### src/rtl/nco_pkg.sv
// Shared types and constants for the multi-channel NCO phase generator.
package nco_pkg;

    typedef enum logic [1:0] {
        MODE_STOP    = 2'd0,
        MODE_RUN     = 2'd1,
        MODE_ONESHOT = 2'd2
    } mode_e;

    localparam logic [1:0] SEL_FTW  = 2'd0;
    localparam logic [1:0] SEL_OFS  = 2'd1;
    localparam logic [1:0] SEL_MODE = 2'd2;

endpackage

### src/rtl/nco_channel.sv
// One NCO channel: phase accumulator, tuning word, offset, run mode,
// one-shot halt/done tracking and the registered LUT index.
module nco_channel
    import nco_pkg::*;
#(
    parameter int ACC_W = 32,
    parameter int IDX_W = 10
) (
    input  logic             clk,
    input  logic             rst_n,
    input  logic             i_sample_en,
    input  logic             i_sync,
    input  logic             i_we_ftw,
    input  logic             i_we_ofs,
    input  logic             i_we_mode,
    input  logic [ACC_W-1:0] i_cfg_data,
    output logic [IDX_W-1:0] o_index,
    output logic             o_wrap,
    output logic             o_done
);

    logic [ACC_W-1:0] r_acc;
    logic [ACC_W-1:0] r_ftw;
    logic [ACC_W-1:0] r_ofs;
    logic [1:0]       r_mode;
    logic             r_halted;
    logic             r_done;
    logic             r_wrap;
    logic [IDX_W-1:0] r_idx;

    logic             w_active;
    logic             w_oneshot;
    logic [ACC_W:0]   w_sum;
    logic             w_carry;
    logic             w_oneshot_end;
    logic [ACC_W-1:0] w_acc_next;
    logic [ACC_W-1:0] w_ofs_sum;
    logic             w_unused_lsb;

    assign w_oneshot     = (r_mode == MODE_ONESHOT);
    assign w_active      = ((r_mode == MODE_RUN) || w_oneshot) && !r_halted;
    assign w_sum         = {1'b0, r_acc} + {1'b0, r_ftw};
    assign w_carry       = w_sum[ACC_W];
    assign w_oneshot_end = w_active && w_oneshot && w_carry;

    // A finished one-shot parks at phase 0 rather than at the wrapped residue.
    assign w_acc_next = !w_active     ? r_acc :
                        w_oneshot_end ? '0    : w_sum[ACC_W-1:0];

    assign w_ofs_sum    = w_acc_next + r_ofs;
    assign w_unused_lsb = ^w_ofs_sum[ACC_W-IDX_W-1:0];

    always_ff @(posedge clk or negedge rst_n) begin
        if (!rst_n) begin
            r_acc    <= '0;
            r_ftw    <= '0;
            r_ofs    <= '0;
            r_mode   <= MODE_STOP;
            r_halted <= 1'b0;
            r_done   <= 1'b0;
            r_wrap   <= 1'b0;
            r_idx    <= '0;
        end else begin
            if (i_we_ftw)  r_ftw  <= i_cfg_data;
            if (i_we_ofs)  r_ofs  <= i_cfg_data;
            if (i_we_mode) r_mode <= i_cfg_data[1:0];

            if (i_sync) begin
                r_acc  <= '0;
                r_wrap <= 1'b0;
            end else if (i_sample_en) begin
                r_acc  <= w_acc_next;
                r_wrap <= w_active && w_carry;
                r_idx  <= w_ofs_sum[ACC_W-1 -: IDX_W];
            end else begin
                r_wrap <= 1'b0;
            end

            // A mode write re-arms the channel even if this same cycle finished it.
            if (i_we_mode || i_sync) begin
                r_halted <= 1'b0;
            end else if (i_sample_en && w_oneshot_end) begin
                r_halted <= 1'b1;
            end

            if (i_we_mode) begin
                r_done <= 1'b0;
            end else if (!i_sync && i_sample_en && w_oneshot_end) begin
                r_done <= 1'b1;
            end
        end
    end

    assign o_index = r_idx;
    assign o_wrap  = r_wrap;
    assign o_done  = r_done;

endmodule

### src/rtl/nco_phase_gen.sv
// Multi-channel NCO phase generator: decodes configuration writes into
// per-channel enables and registers the shared phase_valid strobe.
module nco_phase_gen
    import nco_pkg::*;
#(
    parameter int ACC_W = 32,
    parameter int IDX_W = 10,
    parameter int NCH   = 2,
    parameter int CH_W  = (NCH > 1) ? $clog2(NCH) : 1
) (
    input  logic                 clk,
    input  logic                 rst_n,
    input  logic                 i_sample_en,
    input  logic                 i_sync,
    input  logic                 i_cfg_we,
    input  logic [CH_W-1:0]      i_cfg_ch,
    input  logic [1:0]           i_cfg_sel,
    input  logic [ACC_W-1:0]     i_cfg_data,
    output logic [NCH*IDX_W-1:0] o_phase_out,
    output logic                 o_phase_valid,
    output logic [NCH-1:0]       o_wrap,
    output logic [NCH-1:0]       o_done
);

    logic r_phase_valid;

    always_ff @(posedge clk or negedge rst_n) begin
        if (!rst_n) begin
            r_phase_valid <= 1'b0;
        end else begin
            r_phase_valid <= i_sample_en && !i_sync;
        end
    end

    assign o_phase_valid = r_phase_valid;

    // Channel numbers at or above NCH never match, so such writes are dropped.
    for (genvar g = 0; g < NCH; g++) begin : g_ch
        logic w_hit;

        assign w_hit = i_cfg_we && (i_cfg_ch == CH_W'(g));

        nco_channel #(
            .ACC_W (ACC_W),
            .IDX_W (IDX_W)
        ) u_ch (
            .clk         (clk),
            .rst_n       (rst_n),
            .i_sample_en (i_sample_en),
            .i_sync      (i_sync),
            .i_we_ftw    (w_hit && (i_cfg_sel == SEL_FTW)),
            .i_we_ofs    (w_hit && (i_cfg_sel == SEL_OFS)),
            .i_we_mode   (w_hit && (i_cfg_sel == SEL_MODE)),
            .i_cfg_data  (i_cfg_data),
            .o_index     (o_phase_out[g*IDX_W +: IDX_W]),
            .o_wrap      (o_wrap[g]),
            .o_done      (o_done[g])
        );
    end

endmodule
### config.mk
export PLATFORM = sky130hd
export DESIGN_NAME = nco_phase_gen
export DESIGN_NICKNAME = d
export VERILOG_FILES = /design/src/rtl/nco_pkg.sv /design/src/rtl/nco_channel.sv /design/src/rtl/nco_phase_gen.sv
export SDC_FILE = /design/constraint.sdc
export NUM_CORES = 1
export LEC_CHECK = 0
export ABC_AREA = 1
export CAP_MARGIN = 20
export CORE_MARGIN = 2
export CORE_UTILIZATION = 37
export CTS_CLUSTER_DIAMETER = 100
export DETAILED_ROUTE_END_ITERATION = 16
export DONT_BUFFER_PORTS = 1
export SETUP_SLACK_MARGIN = 0.2
export SYNTH_ARGS = -nofsm -noshare
export SYNTH_HDL_FRONTEND = slang
export SYNTH_SLANG_ARGS = --single-unit
### constraint.sdc
create_clock -name clk -period 6.3 [get_ports clk]
set_clock_uncertainty 0.2 [all_clocks]
set_input_delay 1.26 -clock clk [delete_from_list [all_inputs] [get_ports clk]]
set_output_delay 1.26 -clock clk [all_outputs]
set_load 0.05 [all_outputs]
# Word-level counts from Yosys, hierarchy flattened
# Index checks and enable logic that the tools add are counted.
# op_classes
add_sub_neg,4
mul,0
n_div,0
n_lt_le_gt_ge,0
n_eq_ne,6
n_shift,0
n_mux,20
n_bitwise,2
n_reduce_logical,35
# ops
cell,n
$mux W32,8
$add A32 B32 Y33,2
$add A32 B32 Y32,2
$logic_and A1 B1 Y1,21
$mux W1,12
$reduce_bool A2 Y1,5
$eq A2 B1 Y1 const B,3
$eq A2 B2 Y1 const B,3
$logic_or A1 B1 Y1,4
$logic_not A1 Y1,3
$logic_not A2 Y1,1
$not A1 Y1,2
$reduce_and A2 Y1,1
# word_totals
reg_bits,223
latchBits,0
ram_bits,0
romBits,0
inputBits,40
out_inout_bits,25
wordCells,84
mem_count,0

# Depth between registers and ports, before layout
# depth
word_depth,9
depth_mapped,31
mapped_depth_nobuf,30

# Cells and area by module
# A second synthesis with hierarchy kept.
# hier_totals
hier_cells,1947
hier_area_um2,15442.3
# modules_own_cells
mod,instances,cells_each,area_per_inst_um2,seq_area_each_um2
nco_channel at g_ch[0].u_ch,1,967,7696.1,2777.7
nco_channel at g_ch[1].u_ch,1,963,7661.1,2777.7
nco_phase_gen,1,17,85.1,25.0

# Worst setup path after synthesis
# No wires, ideal clock.
# synth_path
kind,register to register
from,reg g_ch[0].u_ch.r_ftw[0]
to,reg g_ch[0].u_ch.r_idx[6]
setup_time_ns,0.118
arrival_ns,3.509
required_time_ns,5.982
path_slack_ns,2.473
stages_incl_launch_ff,29
path_buffers,1
period_less_slack_ns,3.827
path_cell_list,dfrtp_1 -> ha_1 -> fa_1 -> nand2_1 -> nand2_1 -> nand3_1 -> nand2_2 -> nand2_2 -> nand2_2 -> nand2_2 -> nand2_2 -> nand2_4 -> nand2_2 -> buf_4 -> a21oi_1 -> o21ai_0 -> o21ai_1 -> ha_1 -> a21oi_1 -> o21ai_0 -> a21oi_1 -> inv_1 -> nor2_1 -> o21a_1 -> o21ai_0 -> a31oi_1 -> nand3_1 -> nand3_1 -> nand2_1
# synth_between
elab_chain_cells,5
# synth_rtl
item,line,rtl
start: declaration,nco_channel.sv:23,logic [ACC_W-1:0] r_ftw;
start signal: assignment,nco_channel.sv:64,if (i_we_ftw) r_ftw <= i_cfg_data;
$add A32 B32 Y33 *,nco_channel.sv:42,"assign w_sum = {1'b0, r_acc} + {1'b0, r_ftw};"
$logic_and A1 B1 Y1,nco_channel.sv:44,assign w_oneshot_end = w_active && w_oneshot && w_carry;
$mux W32 *,nco_channel.sv:48,w_oneshot_end ? '0 : w_sum[ACC_W-1:0];
$mux W32 *,nco_channel.sv:47,assign w_acc_next = !w_active ? r_acc :
$add A32 B32 Y32 *,nco_channel.sv:50,assign w_ofs_sum = w_acc_next + r_ofs;
end signal: assignment,nco_channel.sv:74,r_idx <= w_ofs_sum[ACC_W-1 -: IDX_W];
end: declaration,nco_channel.sv:29,logic [IDX_W-1:0] r_idx;
# Mark *: on every way between the ends. The rest lies on a longest branch, timed or not.
# A chain may end at the register's enable or synchronous reset.

# Worst setup path after layout
# layout_path
from,reg g_ch[0].u_ch.r_mode[0]
to,reg g_ch[0].u_ch.r_idx[7]
# layout_between
elab_chain_cells,8
elab_cells_between_ends,9
cone_classes,add/sub (1); eq/ne (2); mux (2); reduce/logical (4)
# layout_rtl
item,line,rtl
start: declaration,nco_channel.sv:25,logic [1:0] r_mode;
start signal: assignment,nco_channel.sv:66,if (i_we_mode) r_mode <= i_cfg_data[1:0];
$eq A2 B1 Y1 / $eq A2 B2 Y1 (equally long branches),"nco_channel.sv:41, nco_channel.sv:40",
$logic_or A1 B1 Y1,nco_channel.sv:41,assign w_active = ((r_mode == MODE_RUN) || w_oneshot) && !r_halted;
$logic_and A1 B1 Y1,nco_channel.sv:41,
$logic_and A1 B1 Y1 (2 in series),nco_channel.sv:44,
$mux W32,nco_channel.sv:48,
$mux W32 *,nco_channel.sv:47,
$add A32 B32 Y32 *,nco_channel.sv:50,
# Marked as above.

==> impl_metrics.csv <==
group,metric,value,unit
yosys,post_synth_inst_count,2107,
grt,antenna_violations_before_repair,5,
setup_path,worstSetupStartpoint,"g_ch[0].u_ch.r_mode[0]$_DFFE_PN0P_",
pwr,sequentialPowerShare,0.335,
run,cap_violations,0,
cells_and_area,final_common_cell,"nand2_1",
yosys,post_synth_edffs,0,
yosys,async_flop_share,1.00,
setup_path,crit_top_cell,"nand2_1",
cells_and_area,nFillCells,4223,
setup_path,cp.depth,25,
pwr,ir_drop,0.000202,V
clock_tree,tritoncts_clock_tree,"built",
setup_path,critPathTopFamily,"simple AND/OR/NAND/NOR gates",
place,dpl.cell_count,2592,
setup_path,regToRegEndpoint,"g_ch[0].u_ch.o_index[7]$_DFFE_PN0P_",
clock_tree,clock-sinks,223,
yosys,yosysWarningCount,0,
place,gp_congestion,0.906,
detailed_routing,wl_per_cell,17.9,µm
floorplanning,fp.dieH,208,µm
yosys,post_synth_mux_area_share,0,
pwr,switching_share,0.435,
timing,timing.max_slew.rel_slack,0.478,
yosys,syn_nets,2275,
grt,wire_length_of_the_first_global_routing_pass,75500,µm
place,port-buffer-count,0,
cells_and_area,final_cell_area,16900,µm²
place,half_perimeter_wire_length_after_placement,34900,µm
setup_path,reg2reg_from,"g_ch[0].u_ch.r_mode[0]$_DFFE_PN0P_",
clock_tree,clk_pin_slew_worst_paths,0.06,ns
status,run_status,"finished, final reports clean",
clock_tree,cts.path.max_buffers,3,
yosys,syn-mean-instance-area,7.27,µm²
grt,grt_pass1_vias,13800,
pwr,power.switching,2.83,mW
floorplanning,floorplan.initialDensity,0.375,
grt,grt.overflow.total,0,
setup_path,worst-r2r-cell-count,25,
yosys,post_synth_instance_area,15300,µm²
yosys,synth_xor_area_frac,0.0143,
cells_and_area,syn2layout_area_growth,10.0,%
floorplanning,top_level_ports,65,
floorplanning,fp.coreArea,40800,µm²
setup_path,critical_path_endpoint,"g_ch[0].u_ch.o_index[7]$_DFFE_PN0P_",
setup_path,worst_path_max_delay_cell,"buf_4",
yosys,adder_cell_share_of_the_synthesized_area,0.105,
pwr,power.share.combinational,0.404,
setup_path,setup.reg_to_reg.worst_slack,1.71,ns
place,placement.cell_area,15800,µm²
cells_and_area,finalNetCount,2260,
yosys,yosys.cell_types.count,58,
clock_tree,clock-root-buffer,"clkbuf_16",
timing,hold_fails_final_rpt,0,
clock_tree,post_cts_resize_count,0,
timing,period_minus_slack,4.59,ns
detailed_routing,drt_iter0_markers,1119,
clock_tree,post-cts-setup-buffers,0,
yosys,area_contributors_post_synth,"dfrtp_1 36%, nand2_1 16%, ha_1 10%",
setup_path,critical_path.n_buffers_inverters,5,
setup_path,setup.worst_path.start_class,"flop",
setup_path,cpPeakStageDelay,0.41,ns
yosys,synth_area_leader_cell,"dfrtp_1",
timing,timing_worst_slew_pin_value,0.781,ns
timing,final-setup-viol-count,0,
detailed_routing,vias_after_detailed_routing,13900,
detailed_routing,detail-route-antenna-nets,0,
setup_path,crit_type,"flop to flop",
pwr,power.share.clock,0.261,
timing,slew_viol_final,0,
pwr,power.internal,3.67,mW
yosys,synth_seq_cells,223,
yosys,synth_seq_area_share,0.364,
detailed_routing,wl,47200,µm
cells_and_area,drive_above_1_share,0.0540,
clock_tree,cts_buffers,27,
cells_and_area,layout.cells.non_filler,2646,
timing,fmax,218,MHz
grt,grt_start_max_net_pins,224,
yosys,synth_top_family_by_area,"simple AND/OR/NAND/NOR gates",
setup_path,crit_fanout,40,
timing,finalSetupTns,0,ns
floorplanning,die_width,208,µm
detailed_routing,via_per_inst,5.25,
setup_path,crit_required,6.55,ns
clock_tree,post_cts_hold_buffer_count,0,
min_path,worstHoldPathType,"input pin to asynchronous set/reset pin",
cells_and_area,commonest_cells_after_routing_fill_and_taps_aside,"640 x nand2_1, 223 x o21ai_0, 223 x dfrtp_1",
yosys,synth.top_cell.area_share,0.364,
detailed_routing,detailedRoute.firstPassIterationCount,6,
floorplanning,num_rows,74,
clock_tree,h_tree_lvls,1,
pwr,pwr_density_cell,386,nW/µm²
yosys,synth_flop_cell,"dfrtp_1",
detailed_routing,drcViolationCount,0,
timing,fraction_of_the_cycle_the_final_worst_path_needs,0.728,
yosys,synthSimpleGateAreaFrac,0.256,
setup_path,arrival,4.84,ns
floorplanning,die-area,43100,µm²
grt,groute.usage.overall,0.219,
clock_tree,clock_latency_at_the_later_pin_of_the_worst_skew_pair,0.57,ns
yosys,synth_compound_area_frac,0.192,
pwr,power_leakage,8.56,nW
setup_path,critPathCaptureType,"flop",
timing,rsz0062_at_grt,"no",
[per-layer routing]
metal | wire (µm) | GRT usage | vias to the layer above
met1 | 21500 | 0.296 | 6502
met2 | 22100 | 0.368 | 305
li1 | - | - | 7004
met3 | 2180 | 0.0271 | 79
met4 | 1460 | 0.0663 | 0
met5 | 0 | 0 | -
[worst register-to-register path, delay by kind of cell, from the launching register on]
| family | cells | cell delay (ns) |
|---|---|---|
| simple gates | 15 | 1.77 |
| buf+inv | 5 | 1.13 |
| fa+ha+maj | 2 | 0.69 |
| compound gates | 3 | 0.36 |
| flops | 1 | 0.35 |
[final cells by class]
| type | count | area (µm²) | area share |
|---|---|---|---|
| multi-input combinational | 1617 | 8720 | 0.517 |
| sequential | 223 | 5580 | 0.331 |
| inverter | 212 | 798 | 0.0474 |
| clock buffer | 36 | 759 | 0.0450 |
| tap | 532 | 666 | 0.0395 |
| clock inverter | 12 | 191 | 0.0114 |
| timing repair buffer | 11 | 133 | 0.00787 |
| antenna | 3 | 7.51 | 0.000445 |
[worst min path at each step]
stage,from,to,slack (ns)
3_5_place_dp,g_ch[0].u_ch.r_mode[0]$_DFFE_PN0P_,g_ch[0].u_ch.r_mode[0]$_DFFE_PN0P_,0.27
6_report,rst_n,g_ch[0].u_ch.r_ofs[8]$_DFFE_PN0P_,0.20
2_1_floorplan,g_ch[0].u_ch.r_mode[0]$_DFFE_PN0P_,g_ch[0].u_ch.r_mode[0]$_DFFE_PN0P_,0.25
3_3_place_gp,g_ch[0].u_ch.r_mode[0]$_DFFE_PN0P_,g_ch[0].u_ch.r_mode[0]$_DFFE_PN0P_,0.27
5_1_grt,rst_n,g_ch[0].u_ch.r_halted$_DFFE_PN0P_,0.17
4_1_cts,rst_n,g_ch[1].u_ch.o_index[8]$_DFFE_PN0P_,0.17
[stage by stage]
step / hold slack, ns / util / power, mW / worst slack [ns]
final: 0.197 / 0.413 / 6.51 / 1.71
after detailed placement: 0.275 / 0.388 / 4.80 / 1.76
after CTS: 0.173 / 0.411 / 6.54 / 1.73
after floorplan: 0.253 / - / 4.10 / 2.47
after global placement: 0.269 / 0.387 / 4.77 / 1.84
after global routing: 0.168 / 0.413 / 7.01 / 1.25
[cells by family (layout without fill, tap and decap cells)]
kind of cell | after synthesis | after routing
other cells | 0 | 3
simple gates | 952 | 952
flops | 223 | 223
compound gates | 512 | 512
buf+inv | 267 | 271
fa+ha+maj | 128 | 128
xor+xnor | 25 | 25
[registers in the layout (all words and copies together) (netlist names)]
signal,cells
g_ch.u_ch.o_wrap,2
g_ch.u_ch.o_done,2
g_ch.u_ch.r_ofs,64
g_ch.u_ch.r_mode,4
g_ch.u_ch.r_acc,64
o_phase_valid,1
g_ch.u_ch.r_ftw,64
g_ch.u_ch.r_halted,2
g_ch.u_ch.o_index,20
[Yosys cell counts, types with 19 or more instances]
library cell / instances
clkbuf_1: 42
o21ai_0: 223
inv_1: 206
o22ai_1: 25
a21oi_1: 137
nor3_1: 19
a211oi_1: 23
nor2_1: 155
ha_1: 126
nand3_1: 75
nand2_1: 644
dfrtp_1: 223
[power by group through the flow]
| stage | Combinational, mW | Sequential [mW] | Clock, mW |
|---|---|---|---|
| 2_1_floorplan | 1.99 | 2.11 | 0 |
| 3_3_place_gp | 2.57 | 2.20 | 0 |
| 3_5_place_dp | 2.60 | 2.20 | 0 |
| 4_1_cts | 2.61 | 2.18 | 1.74 |
| 5_1_grt | 3.00 | 2.21 | 1.80 |
| 6_report | 2.63 | 2.18 | 1.70 |
Power figures use the tool's default switching activity.
